File: config.mk
export PLATFORM = sky130hd
export DESIGN_NAME = mixed_width_fifo_ctrl_flat
export DESIGN_NICKNAME = d
export VERILOG_FILES = /design/src/rtl/mixed_width_fifo_ctrl_pkg.sv /design/src/rtl/mixed_width_fifo_ctrl_if.sv /design/src/rtl/mixed_width_skid_fifo.sv /design/src/rtl/mixed_width_fifo_ctrl.sv /design/src/flat_wrapper.sv
export SDC_FILE = /design/constraint.sdc
export NUM_CORES = 1
export LEC_CHECK = 0
export BUFFER_PORTS_ARGS = -buffer_cell sky130_fd_sc_hd__buf_2
export CAP_MARGIN = 20
export CORE_AREA = 3 3 102 104
export DETAILED_ROUTE_END_ITERATION = 16
export DIE_AREA = 0 0 105 107
export MAX_ROUTING_LAYER = met4
export PLACE_DENSITY = 0.84
export REMOVE_ABC_BUFFERS = 1
export SETUP_SLACK_MARGIN = 0.15
export SYNTH_ARGS = -nofsm -noshare
export SYNTH_HDL_FRONTEND = slang
export SYNTH_SLANG_ARGS = --single-unit
File: constraint.sdc
create_clock -name clk -period 8.9 [get_ports clk]
set_input_delay 0.89 -clock clk [delete_from_list [all_inputs] [get_ports clk]]
set_output_delay 0.89 -clock clk [all_outputs]
set_load 0.02 [all_outputs]
File: src/rtl/mixed_width_fifo_ctrl_pkg.sv
// Shared types and helpers for the byte-in / word-out FIFO controller.
package mixed_width_fifo_ctrl_pkg;

    typedef enum logic {
        RUN   = 1'b0,
        FLUSH = 1'b1
    } state_e;

    localparam int BYTES_PER_WORD = 4;

    // A word may be read once the byte write pointer has moved past it.
    function automatic logic word_complete(input logic [31:0] wr_words,
                                           input logic [31:0] rd_words);
        return wr_words != rd_words;
    endfunction

endpackage

File: src/rtl/mixed_width_fifo_ctrl_if.sv
// Byte-stream input and word-stream output handshakes of the controller.
interface mixed_width_fifo_ctrl_if;
    logic [7:0]  s_data;
    logic        s_valid;
    logic        s_ready;
    logic [31:0] m_data;
    logic        m_valid;
    logic        m_ready;

    modport master (output s_data, s_valid, m_ready,
                    input  s_ready, m_data, m_valid);
    modport slave  (input  s_data, s_valid, m_ready,
                    output s_ready, m_data, m_valid);
endinterface

File: src/rtl/mixed_width_skid_fifo.sv
// Small register FIFO that absorbs RAM read data returning after the
// sink has stalled; the head entry is presented straight from a register.
module mixed_width_skid_fifo #(
    parameter int DEPTH = 2,
    parameter int CW    = $clog2(DEPTH + 1)
) (
    input  logic          clk,
    input  logic          rst,
    input  logic          clr,
    input  logic          push,
    input  logic [31:0]   din,
    input  logic          pop,
    output logic [31:0]   dout,
    output logic [CW-1:0] count_o
);
    localparam int IW = (DEPTH > 1) ? $clog2(DEPTH) : 1;

    logic [31:0]   mem_q [DEPTH];
    logic [IW-1:0] rd_idx_q, wr_idx_q;
    logic [CW-1:0] count_q;

    function automatic logic [IW-1:0] nxt(input logic [IW-1:0] i);
        return (i == IW'(DEPTH - 1)) ? '0 : i + 1'b1;
    endfunction

    // Storage, indices and occupancy; clr empties the FIFO in one cycle.
    always_ff @(posedge clk or posedge rst) begin
        if (rst) begin
            for (int i = 0; i < DEPTH; i++) mem_q[i] <= '0;
            rd_idx_q <= '0;
            wr_idx_q <= '0;
            count_q  <= '0;
        end else if (clr) begin
            rd_idx_q <= '0;
            wr_idx_q <= '0;
            count_q  <= '0;
        end else begin
            if (push) begin
                mem_q[wr_idx_q] <= din;
                wr_idx_q        <= nxt(wr_idx_q);
            end
            if (pop) rd_idx_q <= nxt(rd_idx_q);
            count_q <= count_q + CW'(push) - CW'(pop);
        end
    end

    assign dout    = mem_q[rd_idx_q];
    assign count_o = count_q;

endmodule

File: src/rtl/mixed_width_fifo_ctrl.sv
// Streaming FIFO controller around an 8-bit write / 32-bit read RAM:
// byte pointer on port A, word pointer on port B, read-latency skid buffer.
module mixed_width_fifo_ctrl
    import mixed_width_fifo_ctrl_pkg::*;
#(
    parameter int ADDRESS_WIDTH_A = 10,
    parameter int ADDRESS_WIDTH_B = 8,   // ADDRESS_WIDTH_A - 2
    parameter int RD_LATENCY      = 1    // 1 or 2
) (
    input  logic                       clk,
    input  logic                       rst,
    input  logic                       flush,
    mixed_width_fifo_ctrl_if.slave     strm,
    output logic [ADDRESS_WIDTH_A:0]   byte_count,
    output logic                       ram_en,
    output logic                       ram_we_a,
    output logic [ADDRESS_WIDTH_A-1:0] ram_addr_a,
    output logic [7:0]                 ram_data_in_a,
    output logic                       ram_we_b,
    output logic [ADDRESS_WIDTH_B-1:0] ram_addr_b,
    input  logic [31:0]                ram_data_out_b
);
    localparam int AWA        = ADDRESS_WIDTH_A;
    localparam int AWB        = ADDRESS_WIDTH_B;
    localparam int WSH        = $clog2(BYTES_PER_WORD);
    localparam int SKID_DEPTH = RD_LATENCY + 1;
    localparam int CW         = $clog2(SKID_DEPTH + 1);

    state_e        state_q, state_d;
    logic [1:0]    flush_cnt_q, flush_cnt_d;
    logic [AWA:0]  wr_ptr_q, wr_ptr_d;
    logic [AWB:0]  rd_ptr_q, rd_ptr_d;
    logic [AWB:0]  cmt_ptr_q, cmt_ptr_d;   // words actually taken by the sink
    logic [RD_LATENCY-1:0] vld_q;          // tags RAM data returning
    logic [CW-1:0] skid_cnt;
    logic [31:0]   skid_dout;
    logic [2:0]    inflight;
    logic [3:0]    credit;
    logic          running, wr_fire, rd_issue, pop, push, skid_clr;

    // Registered pointer difference drives both the count and the full test.
    assign byte_count = wr_ptr_q - {cmt_ptr_q, WSH'(0)};

    assign running      = !rst && (state_q == RUN);
    assign strm.s_ready = running && !byte_count[AWA];
    assign wr_fire      = strm.s_valid && strm.s_ready;
    assign strm.m_valid = running && (skid_cnt != '0);
    assign strm.m_data  = skid_dout;
    assign pop          = strm.m_valid && strm.m_ready;
    assign push         = vld_q[RD_LATENCY-1] && (state_q == RUN);

    assign ram_en        = !rst;
    assign ram_we_a      = wr_fire;
    assign ram_addr_a    = wr_ptr_q[AWA-1:0];
    assign ram_data_in_a = wr_fire ? strm.s_data : 8'h00;
    assign ram_we_b      = 1'b0;
    assign ram_addr_b    = rd_ptr_q[AWB-1:0];

    // Count reads whose data has not yet landed in the skid buffer.
    always_comb begin
        inflight = '0;
        for (int i = 0; i < RD_LATENCY; i++) inflight = inflight + 3'(vld_q[i]);
    end

    // Issue only if every outstanding read still has a skid slot; a pop in
    // this cycle frees one, which is what sustains one word per cycle.
    assign credit   = 4'(inflight) + 4'(skid_cnt) - 4'(pop);
    assign rd_issue = running
                   && word_complete(32'(wr_ptr_q[AWA:WSH]), 32'(rd_ptr_q))
                   && (credit < 4'(RD_LATENCY + 1));

    // Next state: normal pointer movement in RUN, pointer realignment at the
    // end of FLUSH once all outstanding read data has drained.
    always_comb begin
        state_d     = state_q;
        flush_cnt_d = flush_cnt_q;
        wr_ptr_d    = wr_ptr_q;
        rd_ptr_d    = rd_ptr_q;
        cmt_ptr_d   = cmt_ptr_q;
        skid_clr    = 1'b0;
        case (state_q)
            RUN: begin
                if (wr_fire)  wr_ptr_d  = wr_ptr_q + 1'b1;
                if (rd_issue) rd_ptr_d  = rd_ptr_q + 1'b1;
                if (pop)      cmt_ptr_d = cmt_ptr_q + 1'b1;
                if (flush) begin
                    state_d     = FLUSH;
                    flush_cnt_d = 2'(RD_LATENCY - 1);
                end
            end
            FLUSH: begin
                if (flush_cnt_q == '0) begin
                    state_d   = RUN;
                    wr_ptr_d  = {rd_ptr_q, WSH'(0)};  // drop partial-word bytes
                    cmt_ptr_d = rd_ptr_q;
                    skid_clr  = 1'b1;
                end else begin
                    flush_cnt_d = flush_cnt_q - 1'b1;
                end
            end
            default: state_d = RUN;
        endcase
    end

    // State, pointers and read-valid shift register.
    always_ff @(posedge clk or posedge rst) begin
        if (rst) begin
            state_q     <= RUN;
            flush_cnt_q <= '0;
            wr_ptr_q    <= '0;
            rd_ptr_q    <= '0;
            cmt_ptr_q   <= '0;
            vld_q       <= '0;
        end else begin
            state_q     <= state_d;
            flush_cnt_q <= flush_cnt_d;
            wr_ptr_q    <= wr_ptr_d;
            rd_ptr_q    <= rd_ptr_d;
            cmt_ptr_q   <= cmt_ptr_d;
            vld_q[0]    <= rd_issue;
            for (int i = 1; i < RD_LATENCY; i++) vld_q[i] <= vld_q[i-1];
        end
    end

    mixed_width_skid_fifo #(.DEPTH(SKID_DEPTH), .CW(CW)) u_skid (
        .clk     (clk),
        .rst     (rst),
        .clr     (skid_clr),
        .push    (push),
        .din     (ram_data_out_b),
        .pop     (pop),
        .dout    (skid_dout),
        .count_o (skid_cnt)
    );

endmodule

File: src/flat_wrapper.sv
// flat-port wrapper written by rule: the top's interface ports become plain ports
module mixed_width_fifo_ctrl_flat import mixed_width_fifo_ctrl_pkg::*;
#(
    parameter int ADDRESS_WIDTH_A = 10,
    parameter int ADDRESS_WIDTH_B = 8,                         
    parameter int RD_LATENCY      = 1             
)
  (clk, rst, flush, byte_count, ram_en, ram_we_a, ram_addr_a, ram_data_in_a, ram_we_b, ram_addr_b, ram_data_out_b, strm_s_data, strm_s_valid, strm_m_ready, strm_s_ready, strm_m_data, strm_m_valid);
  mixed_width_fifo_ctrl_if strm_i ();
  input  logic clk;
  input  logic rst;
  input  logic flush;
  output logic [ADDRESS_WIDTH_A:0] byte_count;
  output logic ram_en;
  output logic ram_we_a;
  output logic [ADDRESS_WIDTH_A-1:0] ram_addr_a;
  output logic [7:0] ram_data_in_a;
  output logic ram_we_b;
  output logic [ADDRESS_WIDTH_B-1:0] ram_addr_b;
  input  logic [31:0] ram_data_out_b;
  input wire logic [$bits(strm_i.s_data)-1:0] strm_s_data;
  input wire logic [$bits(strm_i.s_valid)-1:0] strm_s_valid;
  input wire logic [$bits(strm_i.m_ready)-1:0] strm_m_ready;
  output wire logic [$bits(strm_i.s_ready)-1:0] strm_s_ready;
  output wire logic [$bits(strm_i.m_data)-1:0] strm_m_data;
  output wire logic [$bits(strm_i.m_valid)-1:0] strm_m_valid;
  assign strm_i.s_data = strm_s_data;
  assign strm_i.s_valid = strm_s_valid;
  assign strm_i.m_ready = strm_m_ready;
  assign strm_s_ready = strm_i.s_ready;
  assign strm_m_data = strm_i.m_data;
  assign strm_m_valid = strm_i.m_valid;
  mixed_width_fifo_ctrl #(.ADDRESS_WIDTH_A(ADDRESS_WIDTH_A), .ADDRESS_WIDTH_B(ADDRESS_WIDTH_B), .RD_LATENCY(RD_LATENCY)) u_core (.clk(clk), .rst(rst), .flush(flush), .strm(strm_i), .byte_count(byte_count), .ram_en(ram_en), .ram_we_a(ram_we_a), .ram_addr_a(ram_addr_a), .ram_data_in_a(ram_data_in_a), .ram_we_b(ram_we_b), .ram_addr_b(ram_addr_b), .ram_data_out_b(ram_data_out_b));
endmodule
==> metrics.md <==
| Metric | Value |
|---|---|
| Post-synth top flop | dfrtp_1 |
| # rows | 36 |
| Slew Limit Fails | 0 |
| Via count | between 4000 and 5000 |
| Worst Hold Launch | u_core.u_skid.mem_q[37]$_DFFE_PP0P_ |
| Worst path max stage delay | about 0.44 ns |
| Synth warnings | 0 |
| Setup violators final | 0 |
| Worst Path Buf+Inv | 2 |
| Hold Crit Class | reg2reg |
| Highest metal used | met4 |
| Worst-path clk slew | between 0.1 and 0.15 ns |
| Startpoint Class | register |
| Routability cong. | 0.920 |
| DR iter-0 viols | approximately 270 |
| F_max | 249 MHz |
| Synth Area in Simple Gates | between 8 and 9% |
| Post-synthesis compound-gate area fraction | 9.08% |
| Highest net fanout along the worst path | 22 |
| Share of cells above drive strength 1 | ~41% |
| Slowest cell on the critical path | dfrtp_1 |
| Largest family of logic cells by synthesized area | multiplexers |
| I/O pins | about 120 |
| Post-synthesis xor/xnor area fraction | approximately 5.4% |
| Setup TNS | 0 ns |
| CP Depth | 9 |
| H-tree depth | 3 |
| P_leak | 0.00292 uW |
| Setup crit end | ram_data_in_a[5] |
| TritonCTS Sinks | between 100 and 150 |
| Area leader, netlist | dfrtp_1 |
| Die span in y | around 110 um |
| Classification of the worst setup path | reg2out |
| Synthesis-stage register bit count | around 100 |
| # DRC | 0 |
| R2R Setup Slk | ~5.8 ns |
| RR Endpoint | u_core.rd_ptr_q[1]$_DFFE_PP0P_ |
| Vias in the first global route | slightly above 4000 |
| First-pass GRT wire length | slightly above 20 mm |
| Post-Route WL | between 10 and 15 mm |
| Worst reg2reg startpoint | u_core.state_q$_DFF_PP0_ |
| Root buffer cell | clkbuf_8 |
| CP Cell Sequence | inv_1, ha_1, fa_1, nor2b_1, o211a_1, o2111ai_1, nand2_4, and2_1, buf_2 |
| Post-Route M1 WL | 5.01 mm |
| Met2 WL | roughly 6.7 mm |
| Clock skew | 0.0164 ns |
| Final Cycle Share | 45.1% |
| Sequential share of the synthesized area | between 40% and 50% |
| Tmin final | roughly 4 ns |
| Antenna violations before repair | 0 |
| Wire per inst | about 17 um |
| R2r worst-path depth | 9 |
| CTS buffer count | 9 |
| RSZ-0062 raised after global routing | false |
| CP arrival | about 3.1 ns |
| Worst path required time | 8.01 ns |
| ANT nets after route | 0 |
| Worst Max-Slew Pin Slew | around 0.78 ns |
| Remaining global-route overflow | 0 |
| Peak VDD IR | around 230 uV |
| Initial Util | between 50% and 60% |
| Die Wd | around 110 um |
| Relative slew slack | a little under half |
| Final Hold Fails | 0 |
| Post-synth ARST share | 100% |
| Top cell type's share of synthesized area | 45.5% |
| Adder-cell share of the synthesized area | around 4.4% |
| Pin count of the biggest net entering global routing | around 60 |
| EDFF count, synth | 0 |
| Clk_lat worst skew | 0.37 ns |
| Cell area power density | 409 nW/um^2 |
| Pre-antenna DRT Iters | 5 |
| Max Cap Viol | 0 |
| Synth Cell Area | approximately 5600 um^2 |
| Status | complete, no violations |
| Top cells by area, synth | dfrtp_1 (46%), mux2_2 (20%), xnor2_1 (4.4%) |
| Post-CTS setup buffer count | 0 |
| Met3 WL | ~650 um |
| DIE AREA | 11200 um^2 |
| Synthesized area per cell | between 10 and 15 um^2 |
| Hold-fix buffer count after cts | 0 |
| Clk buf depth | 2 |
| Mapped Cells | approximately 500 |
| Mux cell area share after synthesis | between 20% and 30% |
| Core area | 9640 um^2 |
| Layout Utilization | 65.3% |
| Origin of the worst setup path | u_core.wr_ptr_q[2]$_DFFE_PP0P_ |
| Total GRT Usage | between 20% and 30% |
| CP Capture Type | output pin |
| Post-cts repair resize count | 0 |
| Post-DP HPWL | between 9 and 10 mm |
| Final nets | 650 |
| CTS tree | built |
| Crit path max-delay family | simple AND/OR/NAND/NOR gates |
| Port buffer count | approximately 120 |
| Post-DR vias/cell | 5.65 |
| Area Overhead vs Synth | 13.3% |
| N_diodes | 0 |
| Synth unique cells | 53 |
==> Yosys cell counts, types with 2 or more instances <==
library cell	n
dfrtp_1	101
and3_1	6
o32ai_1	5
nor2_1	22
a221oi_1	3
clkbuf_1	15
a31oi_1	2
a21oi_1	25
nand2b_1	2
o31ai_1	2
o22ai_1	5
buf_6	3
nand4_1	6
o21ai_0	16
a22oi_1	2
and3_2	2
nor2b_1	3
inv_1	25
a211oi_2	2
xor2_1	6
mux2_2	97
a211oi_1	2
xnor2_1	28
ha_1	18
buf_1	2
nand2_1	19
and2_1	9
nor3_1	7
buf_4	21
nand3_1	12
o21a_1	5
mux2i_1	2
==> worst min path at each step <==
stage / slack (ns) / end / cells past startpoint
after floorplan: 0.47 / u_core.u_skid.wr_idx_q$_DFFE_PP0P_ / 1
after global placement: 0.48 / u_core.u_skid.mem_q[12]$_DFFE_PP0P_ / 1
after detailed placement: 0.49 / u_core.u_skid.mem_q[1]$_DFFE_PP0P_ / 1
after CTS: 0.52 / u_core.u_skid.mem_q[37]$_DFFE_PP0P_ / 1
after global routing: 0.53 / u_core.u_skid.mem_q[34]$_DFFE_PP0P_ / 1
final: 0.51 / u_core.u_skid.mem_q[37]$_DFFE_PP0P_ / 1
==> metrics by stage <==
step	cells	power, uW	cell area [um^2]	worst slack [ns]	hold WS (ns)
after floorplan	453	1830	5280	4.90	0.472
after global placement	708	2200	6070	5.37	0.481
after detailed placement	708	2270	6070	5.32	0.492
after CTS	724	2590	6290	4.89	0.518
after global routing	724	2740	6290	4.65	0.530
final	724	2570	6290	4.89	0.513
==> routing by layer <==
layer,up-vias,global-route usage (%)
met5,-,-
met4,0,5.62
met3,18,4.09
met2,132,40.6
met1,2031,27.6
li1,1906,-
==> cell usage in the layout, fill, tap and decap left out, types with 3 or more instances in the layout <==
| cell type | netlist | layout |
|---|---|---|
| buf_4 | 21 | 5 |
| ha_1 | 18 | 18 |
| nand4_1 | 6 | 6 |
| xor2_1 | 6 | 6 |
| and3_1 | 6 | 6 |
| nand2_1 | 19 | 19 |
| inv_1 | 25 | 24 |
| buf_2 | 1 | 117 |
| a21oi_1 | 25 | 25 |
| o21a_1 | 5 | 5 |
| nor2_1 | 22 | 21 |
| o32ai_1 | 5 | 5 |
| and2_1 | 9 | 9 |
| dfrtp_1 | 101 | 101 |
| clkbuf_8 | 1 | 9 |
| xnor2_1 | 28 | 28 |
| a221oi_1 | 3 | 3 |
| o21ai_0 | 16 | 16 |
| mux2_2 | 97 | 97 |
| nand3_1 | 12 | 12 |
| o22ai_1 | 5 | 5 |
| nor2b_1 | 3 | 3 |
| nor3_1 | 7 | 7 |
| inv_6 | 0 | 3 |
==> where the power goes <==
| group | leakage, uW | internal (uW) | switching (uW) |
|---|---|---|---|
| Combinational | 0.00158 | 610 | 791 |
| Sequential | 0.00123 | 669 | 184 |
| Clock | 0.000111 | 139 | 176 |
==> state kept, by name, summed over array words and instances (netlist names) <==
signal and cells:
u_core.u_skid.mem_q 64, u_core.wr_ptr_q 11, u_core.cmt_ptr_q 9, u_core.rd_ptr_q 9, u_core.flush_cnt_q 2, u_core.u_skid.count_o 2, u_core.state_q 1, u_core.u_skid.rd_idx_q 1
u_core.u_skid.wr_idx_q 1, u_core.vld_q 1
==> cell type report <==
type | count | area (um^2)
repair buffers | 122 | 623
clock inverters | 7 | 95.1
fillers | 779 | 3350
clock buffers | 9 | 124
flip-flops and latches | 101 | 2530
multi-input cells | 327 | 2660
inverters | 25 | 96.3
well taps | 133 | 166
==> cells by family after synthesis <==
group	after synthesis
AO/OA/AOI/OAI	78
XOR/XNOR	34
adder cells (fa/ha/maj)	19
buffers and inverters	68
flip-flops	101
multiplexers	99
other	1
AND/OR/NAND/NOR	96
Power figures use the tool's default switching activity.
